`src/rtl/cpu_pkg.sv`:
```
// Shared CPU definitions: opcode map, run-state encoding and the write-back
// opcode classifier used by the register-file stage.
package cpu_pkg;

    typedef enum logic [4:0] {
        OP_NOP   = 5'd0,
        OP_LOAD  = 5'd1,
        OP_STORE = 5'd2,
        OP_MOVI  = 5'd3,
        OP_ADD   = 5'd4,
        OP_ADDI  = 5'd5,
        OP_ADDC  = 5'd6,
        OP_SUB   = 5'd7,
        OP_SUBI  = 5'd8,
        OP_SUBC  = 5'd9,
        OP_CMP   = 5'd10,
        OP_AND   = 5'd11,
        OP_OR    = 5'd12,
        OP_XOR   = 5'd13,
        OP_SHL   = 5'd14,
        OP_SHR   = 5'd15,
        OP_JUMP  = 5'd16,
        OP_JMPR  = 5'd17,
        OP_BZ    = 5'd18,
        OP_BNZ   = 5'd19,
        OP_BN    = 5'd20,
        OP_BNN   = 5'd21,
        OP_BC    = 5'd22,
        OP_BNC   = 5'd23,
        OP_CAL   = 5'd24,
        OP_CAR   = 5'd25,
        OP_HALT  = 5'd31
    } opcode_e;

    typedef enum logic {
        ST_IDLE = 1'b0,
        ST_EXEC = 1'b1
    } cpu_state_e;

    localparam int DEST_LSB = 8;

    function automatic logic is_wb_op(input logic [4:0] op);
        case (op)
            OP_LOAD, OP_MOVI, OP_ADD, OP_ADDI, OP_ADDC,
            OP_SUB, OP_SUBI, OP_SUBC, OP_AND, OP_OR,
            OP_XOR, OP_SHL, OP_SHR, OP_CAL, OP_CAR: is_wb_op = 1'b1;
            default:                                is_wb_op = 1'b0;
        endcase
    endfunction

endpackage

```
`src/rtl/wb_regfile_scoreboard.sv`:
```
// Per-register pending-write counters: gate issue on counter headroom and
// report which read sources still wait on an outstanding result.
module wb_scoreboard
    import cpu_pkg::*;
#(
    parameter int NREG  = 8,
    parameter int NRD   = 2,
    parameter int CNT_W = 2,
    parameter int AW    = 3
) (
    input  logic              clock,
    input  logic              reset,
    input  logic              exec_en,
    input  logic              wb_we,
    input  logic [AW-1:0]     wb_dst,
    input  logic              iss_valid,
    input  logic [AW-1:0]     iss_rd,
    input  logic [NRD*AW-1:0] rd_addr,
    output logic              iss_ready,
    output logic [NRD-1:0]    rd_busy,
    output logic              sb_err
);

    localparam logic [CNT_W-1:0] CNT_MAX = '1;

    logic [CNT_W-1:0] cnt_reg [NREG];
    logic [NREG-1:0]  inc;
    logic [NREG-1:0]  dec;
    logic [NREG-1:0]  underflow;
    logic             issue;
    logic             sb_err_reg;

    // iss_valid never feeds iss_ready, so decode can build valid from ready.
    assign iss_ready = reset && exec_en && (cnt_reg[iss_rd] != CNT_MAX);
    assign issue     = iss_valid && iss_ready;
    assign sb_err    = sb_err_reg;

    genvar gi;
    generate
        for (gi = 0; gi < NREG; gi++) begin : g_cnt
            assign inc[gi]       = issue && (iss_rd == AW'(gi));
            assign dec[gi]       = wb_we && (wb_dst == AW'(gi));
            assign underflow[gi] = dec[gi] && !inc[gi] && (cnt_reg[gi] == '0);

            always_ff @(posedge clock) begin
                if (!reset) begin
                    cnt_reg[gi] <= '0;
                end else if (inc[gi] && !dec[gi]) begin
                    cnt_reg[gi] <= cnt_reg[gi] + CNT_W'(1);
                end else if (dec[gi] && !inc[gi] && (cnt_reg[gi] != '0)) begin
                    cnt_reg[gi] <= cnt_reg[gi] - CNT_W'(1);
                end
            end
        end

        for (gi = 0; gi < NRD; gi++) begin : g_busy
            logic [AW-1:0] a;
            assign a = rd_addr[gi*AW +: AW];
            // A last outstanding write retiring now is covered by the bypass.
            assign rd_busy[gi] = reset && (cnt_reg[a] != '0) &&
                                 !((cnt_reg[a] == CNT_W'(1)) && dec[a] && !inc[a]);
        end
    endgenerate

    always_ff @(posedge clock) begin
        if (!reset) begin
            sb_err_reg <= 1'b0;
        end else if (|underflow) begin
            sb_err_reg <= 1'b1;
        end
    end

endmodule

```
`src/rtl/wb_regfile.sv`:
```
// Write-back stage and general-register file with same-cycle bypass to all
// read ports; hazard tracking lives in wb_scoreboard.
module wb_regfile
    import cpu_pkg::*;
#(
    parameter int  DATA_W  = 16,
    parameter int  NREG    = 8,
    parameter int  NRD     = 2,
    parameter int  CNT_W   = 2,
    parameter int  DST_LSB = DEST_LSB,
    localparam int AW      = $clog2(NREG)
) (
    input  logic                   clock,
    input  logic                   reset,
    input  logic                   state,
    input  logic [15:0]            wb_ir,
    input  logic [DATA_W-1:0]      reg_C1,
    input  logic                   iss_valid,
    input  logic [AW-1:0]          iss_rd,
    output logic                   iss_ready,
    input  logic [NRD*AW-1:0]      rd_addr,
    output logic [NRD*DATA_W-1:0]  rd_data,
    output logic [NRD-1:0]         rd_busy,
    output logic [NREG*DATA_W-1:0] gr_flat,
    output logic                   wb_done,
    output logic                   sb_err
);

    logic              exec_en;
    logic              wb_we;
    logic [AW-1:0]     wb_dst;
    logic [DATA_W-1:0] gr_reg [NREG];
    logic              wb_done_reg;
    logic              unused_ir;

    assign exec_en   = (state == ST_EXEC);
    assign wb_we     = reset && exec_en && is_wb_op(wb_ir[15:11]);
    assign wb_dst    = wb_ir[DST_LSB +: AW];
    assign wb_done   = wb_done_reg;
    assign unused_ir = ^wb_ir;

    always_ff @(posedge clock) begin
        if (!reset) begin
            for (int k = 0; k < NREG; k++) begin
                gr_reg[k] <= '0;
            end
            wb_done_reg <= 1'b0;
        end else begin
            wb_done_reg <= wb_we;
            if (wb_we) begin
                gr_reg[wb_dst] <= reg_C1;
            end
        end
    end

    // Outputs read as zero while reset is held, before the clearing edge.
    genvar gi;
    generate
        for (gi = 0; gi < NREG; gi++) begin : g_flat
            assign gr_flat[gi*DATA_W +: DATA_W] = reset ? gr_reg[gi] : '0;
        end

        for (gi = 0; gi < NRD; gi++) begin : g_rd
            logic [AW-1:0] a;
            assign a = rd_addr[gi*AW +: AW];
            assign rd_data[gi*DATA_W +: DATA_W] =
                !reset                   ? '0     :
                (wb_we && (a == wb_dst)) ? reg_C1 : gr_reg[a];
        end
    endgenerate

    wb_scoreboard #(
        .NREG  (NREG),
        .NRD   (NRD),
        .CNT_W (CNT_W),
        .AW    (AW)
    ) u_sb (
        .clock     (clock),
        .reset     (reset),
        .exec_en   (exec_en),
        .wb_we     (wb_we),
        .wb_dst    (wb_dst),
        .iss_valid (iss_valid),
        .iss_rd    (iss_rd),
        .rd_addr   (rd_addr),
        .iss_ready (iss_ready),
        .rd_busy   (rd_busy),
        .sb_err    (sb_err)
    );

endmodule

```
`config.mk`:
```
export PLATFORM = sky130hd
export DESIGN_NAME = wb_regfile
export DESIGN_NICKNAME = d
export VERILOG_FILES = /design/src/rtl/cpu_pkg.sv /design/src/rtl/wb_regfile_scoreboard.sv /design/src/rtl/wb_regfile.sv
export SDC_FILE = /design/constraint.sdc
export NUM_CORES = 1
export LEC_CHECK = 0
export ABC_AREA = 1
export BUFFER_PORTS_ARGS = -buffer_cell sky130_fd_sc_hd__buf_2
export CORE_ASPECT_RATIO = 0.75
export CORE_MARGIN = 5
export CORE_UTILIZATION = 40
export CTS_BUF_LIST = sky130_fd_sc_hd__clkbuf_4 sky130_fd_sc_hd__clkbuf_8
export DETAILED_ROUTE_END_ITERATION = 6
export PLACE_DENSITY_LB_ADDON = 0.25
export SYNTH_ARGS = -nofsm -noshare
export SYNTH_HDL_FRONTEND = slang
export SYNTH_HIERARCHICAL = 1
export SYNTH_SLANG_ARGS = --single-unit
```
`constraint.sdc`:
```
create_clock -name clock -period 5.05 [get_ports clock]
set_clock_uncertainty 0.1 [all_clocks]
set_input_delay 0.7575 -clock clock [delete_from_list [all_inputs] [get_ports clock]]
set_output_delay 0.7575 -clock clock [all_outputs]
set_load 0.01 [all_outputs]
```
==> results_dict.tcl <==
set metrics [dict create \
    synthArstFlopShare 0 \
    endpoint_kind "primary output" \
    clkTransAtPathRegs_ns 0.09 \
    start_util 0.404 \
    status "finished, final reports clean" \
    htree_levels 4 \
    crit_path_start_kind "primary input" \
    postCtsSetupBuffers 0 \
    numCtsBuffers 17 \
    gr-usage-all-layers 0.266 \
    worstPathRequired_ns 4.19 \
    finalCriticalPeriod_ns 3.91 \
    p_leak_nw 6.37 \
    slew_headroom 0.314 \
    port_buffers 201 \
    cp_max_fo 40 \
    die_w_um 196 \
    wire_per_inst_um 17.4 \
    routabilityCongestion 0.917 \
    fin_area_um2 11700 \
    fin_hold_ws_ns 0.474 \
    fp.dieArea_um2 29400 \
    slew_viol_final 0 \
    grt-ovfl-total 0 \
    cts_tree "done" \
    synth_nets 1852 \
    fin_cells 2277 \
    grt_pass1_wl_um 61000 \
    num_rows 51 \
    critPathTopFamily "buffers and inverters" \
    crit_type "primary input to primary output" \
    drc_errors 0 \
    grt_max_degree 70 \
    crit_arrival_ns 3.05 \
    grt_antenna_before_repair 0 \
    drive_above_1_share 0.150 \
    avgSynthCellArea_um2 5.78 \
    nNetsFinal 1972 \
    io_pins 210 \
    powerDensity_nw_per_um2 225 \
    post-route-period-util 0.774 \
    cts-root-buf "clkbuf_8" \
    post_dp_cell_area_um2 11300 \
    via_count 11900 \
    area_growth_pct 11.9 \
    wirelength_um 39700 \
    synthFlopType "dfxtp_1" \
    largest_reg_flops 128 \
    fmax_mhz 256 \
    diodes 0 \
    coreArea_um2 25800 \
    synth_edf_count 16 \
    yosys_warnings 6 \
    peakVddDrop_mv 0.183 \
    syn-cell-area_um2 10400 \
    numPlacedInstances 2245 \
    via_per_inst 5.23 \
    ys_ff_latch 146 \
    finalHoldViolCount 0 \
    worstMarginPinSlew_ns 1.03 \
    grt_pass1_vias 10300 \
    final_common_cell "nand2_1" \
    slowest_stage "buf_2" \
    rsz0062_at_grt "false" \
    clockBufferDepth 2 \
    worstPathCellList "buf_2 -> inv_1 -> a21oi_1 -> o21ai_0 -> nand2_1 -> inv_1 -> o21ai_1 -> nand2_1 -> nor3_1 -> nand3_1 -> nand2_1 -> inv_1 -> buf_2" \
    insertion_delay_ns 0.48 \
    yosysUniqueCellTypes 36 \
    hold_buffers 0 \
    dr.pass1.iters 6 \
    hpwl_um 28500 \
    nFillCells 2827 \
    cpPeakStageDelay_ns 0.64 \
    max_cap_violations 0 \
    setup-tns-final_ns 0 \
    path_buf_inv 5 \
    antenna_left 0 \
    cts_resized 0 \
    syn-instance-count 1800 \
    total_power_mw 2.62 \
    ys_seq_area_frac 0.296 \
    final_cell_mix "nand2_1, nand3_1, inv_1, buf_2, dfxtp_1" \
    setup_viol 0 \
    clock_sinks 146 \
    first_iter_violations 1292 \
    hp-class "flop to flop" \
    die_h_um 150 \
]
## through the flow
step	util	setup WS, ns
6_report	0.452	1.14
5_1_grt	0.452	0.826
4_1_cts	0.452	1.15
3_5_place_dp	0.437	1.15
3_3_place_gp	0.437	1.21
2_1_floorplan	-	1.88
## cells in the mapped netlist, types with 4 or more instances
library cell / number / area (um^2)
nand2_1: 749 / 2810
nand3_1: 247 / 1240
inv_1: 201 / 754
dfxtp_1: 130 / 2600
nor2_1: 93 / 349
o21ai_0: 84 / 420
o21ai_1: 53 / 265
buf_2: 48 / 240
a21oi_1: 32 / 160
clkbuf_1: 28 / 105
buf_6: 20 / 225
edfxtp_1: 16 / 480
nand4_1: 14 / 87.6
o21ai_2: 14 / 123
inv_2: 10 / 37.5
buf_4: 8 / 60.1
ha_1: 7 / 87.6
buf_1: 6 / 22.5
nand2_2: 5 / 31.3
nand2_4: 4 / 45.0
or2_1: 4 / 25.0
## worst reg2reg max path, stage by stage (launching register included)
cell and delay [ns]:
edfxtp_1 0.48, nand2_1 0.11, nand2_1 0.06, nand2_1 0.05
nand2_1 0.10, nand3_2 0.10, nand2_2 0.06, nor2_4 0.25
nand3_1 0.23, or2_1 0.30, nand3_1 0.11
## cell families (layout without fill, tap and decap cells)
group | after synthesis | after routing | synth area share
compound gates | 188 | 188 | 0.0967
xor+xnor | 4 | 4 | 0.00409
fa+ha+maj | 7 | 7 | 0.00841
buf+inv | 324 | 457 | 0.142
flops | 146 | 146 | 0.296
mux | 3 | 3 | 0.00288
simple gates | 1128 | 1128 | 0.450
## path summary, 6_finish.rpt
path / depth (start not counted) / end / slack, ns / from
max reg2reg: 10 / u_sb/cnt_reg[1][1] / 2.81 / u_sb/cnt_reg[3][0]
min: 4 / gr_reg[2][7] / 0.47 / gr_reg[2][7]
max: 13 / rd_busy[0] / 1.14 / rd_addr[0]
min reg2reg: 4 / gr_reg[2][7] / 0.47 / gr_reg[2][7]
## layout make-up
cell class	count	area (um^2)	share of cell area
Inverter	213	803	0.0689
Clock inverter	15	159	0.0136
Multi-Input combinational cell	1330	5850	0.502
Clock buffer	17	234	0.0201
Sequential cell	146	3080	0.265
Tap cell	344	430	0.0369
Timing Repair Buffer	212	1090	0.0936
## layer usage
| layer | part of all wire | up-vias | GRT usage |
|---|---|---|---|
| li1 | - | 5879 | - |
| met1 | 0.48 | 5340 | 0.426 |
| met2 | 0.38 | 665 | 0.348 |
| met3 | 0.13 | 32 | 0.0758 |
| met4 | 0.010 | 0 | 0.0464 |
| met5 | 0 | - | 0 |
## report_power, final
part	switching (mW)	total (mW)	internal [mW]
logic	0.338	0.463	0.125
clock network	0.510	0.954	0.444
registers	0.0177	1.21	1.19
(Power assumes the default switching activity.)
